===== config.mk =====
export PLATFORM = sky130hd
export DESIGN_NAME = riscv_lsu
export DESIGN_NICKNAME = d
export VERILOG_FILES = /design/src/rtl/riscv_lsu.sv
export SDC_FILE = /design/constraint.sdc
export NUM_CORES = 1
export LEC_CHECK = 0
export ABC_CLOCK_PERIOD_IN_PS = 2350
export CORE_AREA = 3 3 131 133
export DETAILED_ROUTE_END_ITERATION = 8
export DIE_AREA = 0 0 134 136
export PLACE_DENSITY = 0.87
export RECOVER_POWER = 100
export SYNTH_ARGS = -nofsm -noshare
export SYNTH_HDL_FRONTEND = slang
export SYNTH_SLANG_ARGS = --single-unit

===== constraint.sdc =====
create_clock -name clk_i -period 2.35 [get_ports clk_i]
set_clock_uncertainty 0.1 [all_clocks]
set_input_delay 0.3525 -clock clk_i [delete_from_list [all_inputs] [get_ports clk_i]]
set_output_delay 0.3525 -clock clk_i [all_outputs]
set_load 0.01 [all_outputs]

===== src/rtl/riscv_lsu.sv =====
// MEM-stage load/store unit: bus request is combinational from EX in IDLE; WB outputs register one edge after retire.
// Loads retire on the edge after rvalid. EX is stalled from issue until store grant or load rvalid.
module riscv_lsu #(
    parameter int XLEN = 32,
    parameter int AW   = 32
) (
    input  logic            clk_i,
    input  logic            rstn_i,
    input  logic            ex_valid_i,
    input  logic            ex_mem_re_i,
    input  logic            ex_mem_we_i,
    input  logic [2:0]      ex_funct3_i,
    input  logic [AW-1:0]   ex_addr_i,
    input  logic [XLEN-1:0] ex_wdata_i,
    input  logic            ex_rd_we_i,
    output logic            stall_o,
    output logic            dmem_req_o,
    output logic            dmem_we_o,
    output logic [3:0]      dmem_be_o,
    output logic [AW-1:0]   dmem_addr_o,
    output logic [XLEN-1:0] dmem_wdata_o,
    input  logic            dmem_gnt_i,
    input  logic            dmem_rvalid_i,
    input  logic [XLEN-1:0] dmem_rdata_i,
    output logic [XLEN-1:0] data_o,
    output logic [XLEN-1:0] data_addr_o,
    output logic            mem2reg_o,
    output logic            data_we_o,
    output logic            misalign_o
);

    typedef enum logic [1:0] {IDLE, REQ, RESP} state_t;

    state_t            state, state_nxt;
    logic              is_mem, mis, issue;
    logic [3:0]        be_c;
    logic [XLEN-1:0]   wdata_c;
    logic [AW-1:0]     lat_addr;
    logic [3:0]        lat_be;
    logic [XLEN-1:0]   lat_wdata;
    logic              lat_store;
    logic [2:0]        lat_f3;
    logic              lat_rd_we;
    logic [XLEN-1:0]   rshift, load_ext;

    assign is_mem = ex_mem_re_i | ex_mem_we_i;

    // Size decode doubles as the alignment check; unused funct3 codes never reach the bus.
    always_comb begin
        mis     = 1'b0;
        be_c    = 4'b0000;
        wdata_c = ex_wdata_i;
        case (ex_funct3_i)
            3'b000, 3'b100: begin
                be_c    = 4'b0001 << ex_addr_i[1:0];
                wdata_c = {(XLEN/8){ex_wdata_i[7:0]}};
            end
            3'b001, 3'b101: begin
                mis     = ex_addr_i[0];
                be_c    = 4'b0011 << ex_addr_i[1:0];
                wdata_c = {(XLEN/16){ex_wdata_i[15:0]}};
            end
            3'b010: begin
                mis  = |ex_addr_i[1:0];
                be_c = 4'b1111;
            end
            default: mis = 1'b1;
        endcase
    end

    // Gating with rstn_i keeps the combinational request quiet while reset is held.
    assign issue = rstn_i && (state == IDLE) && ex_valid_i && is_mem && !mis;

    always_comb begin
        state_nxt    = state;
        stall_o      = 1'b0;
        dmem_req_o   = 1'b0;
        dmem_we_o    = 1'b0;
        dmem_be_o    = 4'b0000;
        dmem_addr_o  = '0;
        dmem_wdata_o = '0;
        case (state)
            IDLE: begin
                if (issue) begin
                    dmem_req_o   = 1'b1;
                    dmem_we_o    = ex_mem_we_i;
                    dmem_be_o    = be_c;
                    dmem_addr_o  = {ex_addr_i[AW-1:2], 2'b00};
                    dmem_wdata_o = wdata_c;
                    stall_o      = !(ex_mem_we_i && dmem_gnt_i);
                    if (dmem_gnt_i)
                        state_nxt = ex_mem_we_i ? IDLE : RESP;
                    else
                        state_nxt = REQ;
                end
            end
            REQ: begin
                dmem_req_o   = 1'b1;
                dmem_we_o    = lat_store;
                dmem_be_o    = lat_be;
                dmem_addr_o  = {lat_addr[AW-1:2], 2'b00};
                dmem_wdata_o = lat_wdata;
                stall_o      = !(lat_store && dmem_gnt_i);
                if (dmem_gnt_i)
                    state_nxt = lat_store ? IDLE : RESP;
            end
            RESP: begin
                stall_o = !dmem_rvalid_i;
                if (dmem_rvalid_i)
                    state_nxt = IDLE;
            end
            default: state_nxt = IDLE;
        endcase
    end

    assign rshift = dmem_rdata_i >> {lat_addr[1:0], 3'b000};

    always_comb begin
        load_ext = dmem_rdata_i;
        case (lat_f3)
            3'b000:  load_ext = {{(XLEN-8){rshift[7]}}, rshift[7:0]};
            3'b100:  load_ext = {{(XLEN-8){1'b0}}, rshift[7:0]};
            3'b001:  load_ext = {{(XLEN-16){rshift[15]}}, rshift[15:0]};
            3'b101:  load_ext = {{(XLEN-16){1'b0}}, rshift[15:0]};
            default: load_ext = dmem_rdata_i;
        endcase
    end

    always_ff @(posedge clk_i or negedge rstn_i) begin
        if (!rstn_i) begin
            state       <= IDLE;
            lat_addr    <= '0;
            lat_be      <= 4'b0000;
            lat_wdata   <= '0;
            lat_store   <= 1'b0;
            lat_f3      <= 3'b000;
            lat_rd_we   <= 1'b0;
            data_o      <= '0;
            data_addr_o <= '0;
            mem2reg_o   <= 1'b0;
            data_we_o   <= 1'b0;
            misalign_o  <= 1'b0;
        end else begin
            state      <= state_nxt;
            data_we_o  <= 1'b0;
            misalign_o <= 1'b0;
            if (issue) begin
                lat_addr  <= ex_addr_i;
                lat_be    <= be_c;
                lat_wdata <= wdata_c;
                lat_store <= ex_mem_we_i;
                lat_f3    <= ex_funct3_i;
                lat_rd_we <= ex_rd_we_i;
            end
            if (state == IDLE && ex_valid_i) begin
                if (!is_mem) begin
                    data_addr_o <= XLEN'(ex_addr_i);
                    mem2reg_o   <= 1'b0;
                    data_we_o   <= ex_rd_we_i;
                end else if (mis) begin
                    misalign_o <= 1'b1;
                end
            end
            if (state == RESP && dmem_rvalid_i) begin
                data_o      <= load_ext;
                mem2reg_o   <= 1'b1;
                data_we_o   <= lat_rd_we;
                data_addr_o <= XLEN'(lat_addr);
            end
        end
    end

endmodule


Word-level counts from Yosys, hierarchy flattened --
Cells that the tools add are included.
Operators by class: mux-type cells 35, shifts and indexed selects 3, bitwise logic cells 1, equality and inequality tests 13, reductions and logical operators 21
Operator list (number):
- 32-bit one-hot mux with 2 select lines | 3
- 32-bit two-way mux | 5
- 32-bit one-hot mux with 4 select lines | 1
- 32-bit by 5-bit right shift with 16-bit output | 1
- 3-bit equality test, second input constant | 4
- 1-bit two-way mux | 12
- 2-bit two-way mux | 6
- 4-bit one-hot mux with 3 select lines | 1
- 1-bit logical AND | 8
- 4-bit one-hot mux with 2 select lines | 1
- 3-bit by 1-bit equality test with 1-bit output, second input constant | 2
- 3-bit logical NOT | 2
- 2-bit inequality test, second input constant | 3
- 1-bit one-hot mux with 3 select lines | 2
- 2-bit one-hot mux with 3 select lines | 1
- 2-bit OR reduction | 3
- 1-bit logical NOT | 4
- 4-bit two-way mux | 1
- 1-bit one-hot mux with 2 select lines | 2
- 1-bit by 2-bit left shift with 4-bit output, first input constant | 1
- 2-bit by 2-bit left shift with 4-bit output, first input constant | 1
- 3-bit by 2-bit equality test with 1-bit output, second input constant | 1
- 3-bit AND reduction | 1
- 2-bit by 1-bit equality test with 1-bit output, second input constant | 1
- 6 further kinds | 6
Word-level totals: word-level logic and storage cells 85, output and inout port bits 138, input port bits 107, register bits 142

Depth between registers and ports, before layout --
word-level depth 7, depth in mapped cells 7, gate-level depth less buffers 4

Worst setup path before layout --
No wires, ideal clock.
path type flip-flop to output port, from register state[0], to output dmem_wdata_o[17], slack 393 ps, cell stages (with the launch flop) 8, required time 1898 ps, data arrival time 1505 ps, path buffers 3, cell sequence dfrtp_1 > buf_2 > nor3b_2 > o2111ai_1 > buf_2 > buf_2 > nor2_1 > a21o_1
Between the ends: word-level cells in the longest chain between the ends 7, elaborated cells between the ends (all ways) 8, classes of those cells eq/ne: 1; mux: 2; reduce/logical: 5
Ends and longest elaborated chain:
- from (decl) | RTL line 34 | state_t state, state_nxt;
- from (signal assigned) | RTL line 144 | state <= state_nxt;
- 2-bit logical NOT | RTL line 72, 82
- 1-bit logical AND (4 in series) | RTL line 72 | assign issue = rstn_i && (state == IDLE) && ex_valid_i && is_mem && !mis;
- 32-bit two-way mux | RTL line 84 | if (issue) begin
- 32-bit one-hot mux with 2 select lines * | RTL line 82 | case (state)
- to (decl) | RTL line 21 | output logic [XLEN-1:0] dmem_wdata_o,
Mark *: on every way between the ends. The rest lies on a longest branch, timed or not.

Worst setup path in the final report --
from register state[0], to output dmem_wdata_o[12]
The elaborated chain is that of the path after synthesis.

==> impl_metrics.toml <==
[flow_run]
max-cap-violations = 0

[place]
hpwl_um = 16830
place_area_mm2 = 0.01059
routabilityCongestion = 0.8685
port_buffers = 242

[setup_path]
reg2reg_depth = 9
crit_slowest_cell = "dfrtp_1"
crit_path_end_kind = "primary output"
crit_chain = "nor3b_2 -> buf_4 -> o2111ai_4 -> buf_12 -> buf_12 -> buf_6 -> a21oi_4 -> a21o_1 -> buf_2"
r2r-start = "state[0]$_DFFE_PN0P_"
cp.required_ps = 1900
crit_arrival_ps = 2090
crit_type = "reg -> out"
worstSetupStartpointType = "register"
path_max_fanout = 5
reg2reg_to = "state[1]$_DFFE_PN0P_"
critPathMaxStageDelay_ps = 390
path_common_cell = "buf_12"
r2r_setup_slack_ps = 160

[yosys]
synthCells = 831
synth_warnings = 0
yosysUniqueCellTypes = 41
synth_area_per_cell_um2 = 8.822
syn_area_mm2 = 0.007331
yosysSeqAreaShare_pct = 48.47
ys_seq_elements = 142

[die]
die_h_um = 136
fp.coreArea_mm2 = 0.01594
die_w_um = 134
rows = 46
die_area_mm2 = 0.01822
ios = 245
start_util_pct = 45.98

[final_layout]
final_nets = 1314
fin_util_pct = 79.77
drive_above_1_share_pct = 33.77
fin_area_mm2 = 0.01272
syn2layout_area_growth_pct = 73.48

[timing]
hold_viol_final = 30
final_max_slew_viol_count = 0
period_share_pct = 108.2
rsz0062_at_grt = "yes"
fmax_mhz = 393.2
hold-worst-slack_ps = -53.20
finalSetupViolCount = 67
finalCriticalPeriod_ps = 2543
layout_setup_ws_ps = -193.1
max-slew-margin-rel_pct = 45.38
worstMarginPinSlew_ps = 819.4

[status]
violations = "negative hold slack, negative setup slack"
outcome = "finished with violations"

[route]
drc = 0
detailroute.via_count = 7885
detail_route.wl_per_cell_um = 20.02
wl_um = 28770
vias_per_cell = 5.487
drt_iter0_drc = 608
final_antenna_net_count = 0
dr.pass1.iters = 5

[pwr]
cellPowerDensity_mw_per_mm2 = 736.1
vdd_drop_max_mv = 0.5399
p_leak_nw = 6.691

[clock_tree]
cts_tree = "done"
numCtsBuffers = 17
clk_path_buf_depth = 2
cts_sinks = 142
clk_latency_ps = 420
h-tree-depth = 4
path_clk_slew_ps = 60
clock-root-buffer = "clkbuf_16"

[global_routing]
grt_pass1_vias = 7902
grt_usage_pct = 29.09
grt_overflow = 0
grt_pass1_wl_um = 41630
grt_max_degree = 137
antenna_found_initial = 4

[hold_path]
min_path_type = "in -> async"
## per-layer routing
metal | global-route usage (%) | vias to the layer above | wire length (um)
li1 | - | 3547 | -
met1 | 35.05 | 3863 | 11030
met2 | 49.27 | 373 | 14600
met3 | 7.402 | 96 | 1926
met4 | 13.26 | 6 | 1181
met5 | 0 | - | 41
## stage by stage
stage / hold slack [ps] / total power [mW] / setup TNS, ps / std cells / setup slack [ps]
finish: -53.20 / 9.361 / -6973 / 1437 / -193.1
global route: 37.78 / 9.795 / -11890 / 1437 / -265.0
CTS: 31.02 / 9.228 / -6302 / 1405 / -176.7
detailed placement: 75.53 / 6.309 / -41550 / 1319 / -632.0
global placement: 78.17 / 6.195 / -38720 / 1319 / -592.9
floorplan: -43.09 / 4.764 / 0 / 832 / 392.8
## layout make-up
cell class                      count  area [um2]
Clock inverter                      6       105.1
Clock buffer                       26       499.2
Sequential cell                   142        3553
Tap cell                          216       270.3
Antenna cell                        1       2.502
Fill cell                         922        3226
Timing Repair Buffer              420        4096
Inverter                           10       37.54
Multi-Input combinational cell    616        4153
## repair_timing
item / CTS / global route
pin swaps: 43 / 53
endpoints found under the setup margin: 69 / 69
endpoints found under the hold margin: 6 / 0
buffers inserted: 47 / 33
cloned: 6 / 1
hold buffers: 1 / 0
resized for setup: 429 / 119
## cell usage after synthesis, drive strengths merged
cell type	instances	area (um2)
a221o	6	60.06
nor3b	2	20.02
a22oi	7	52.55
nand2	283	1062
o2111ai	1	8.760
and3	6	37.54
conb	1	3.750
nand3b	4	42.54
o2111a	1	11.26
buf	35	198.9
a21o	52	390.4
o32ai	1	16.27
o21ai	54	270.3
nand2b	2	12.51
or2	1	6.260
mux2	11	135.1
clkbuf	29	110.1
inv	10	37.54
nor2	45	168.9
dfrtp	142	3553
a21oi	36	180.2
o21ba	1	10.01
a211oi	1	7.510
nor2b	6	37.54
o211ai	6	45.04
mux2i	59	603.1
or3	1	6.260
nor3	3	15.01
nor4	1	12.51
o22ai	23	206.5
a221oi	1	8.760
## flip-flops by register name, summed over array words and instances (netlist names)
register,flops
data_addr_o,32
data_o,32
lat_addr,32
lat_wdata,32
lat_be,4
lat_f3,3
state,2
data_we_o,1
lat_rd_we,1
lat_store,1
mem2reg_o,1
misalign_o,1
## worst max-delay path by stage
stage / startpoint / cells after the start / to / slack (ps)
after floorplan: state[0]$_DFFE_PN0P_ / 7 / dmem_wdata_o[17] / 390
after global placement: ex_funct3_i[0] / 8 / stall_o / -590
after detailed placement: ex_funct3_i[0] / 8 / dmem_wdata_o[11] / -630
after CTS: state[1]$_DFFE_PN0P_ / 9 / dmem_wdata_o[12] / -180
after global routing: state[0]$_DFFE_PN0P_ / 9 / dmem_wdata_o[12] / -260
final: state[0]$_DFFE_PN0P_ / 9 / dmem_wdata_o[12] / -190
## cells by family after synthesis
kind of cell / synth area share [%]
and+or+nand+nor: 19.39
AOI/OAI and AO/OA: 17.29
DFF: 48.47
buffers and inverters: 4.728
muxes: 10.07
other: 0.05115
## layout by cell type (no fill, tap or decap), types with 5 or more instances in the layout
cell and instances:
buf_8 8, a21oi_1 28, buf_4 139, clkbuf_16 18, mux2i_1 58, dfrtp_1 142
nor2b_1 5, nand2_2 29, clkbuf_1 5, buf_12 18, a221o_1 6, inv_1 10
nand2_1 208, o21ai_0 48, nand2_4 43, mux2_2 8, nor2_1 24, and3_1 6
buf_6 57, buf_2 21, o211ai_1 6, nor2_4 20, o22ai_1 13, clkdlybuf4s50_1 167
a22oi_1 7, o22ai_2 10, a21o_1 52, a21oi_4 6
## power breakdown
part / internal [mW] / switching (mW) / total (mW)
Combinational: 1.62 / 1.38 / 3.00
Clock: 1.78 / 1.01 / 2.79
Sequential: 3.09 / 0.474 / 3.57
Total: 6.50 / 2.87 / 9.36
## worst max-delay path: cells and delay by family, from the launching register on
kind            cells  cell delay [ps]
compound gates      3              360
buf+inv             5              710
simple gates        1              190
flops               1              390
(Power assumes the default switching activity.)
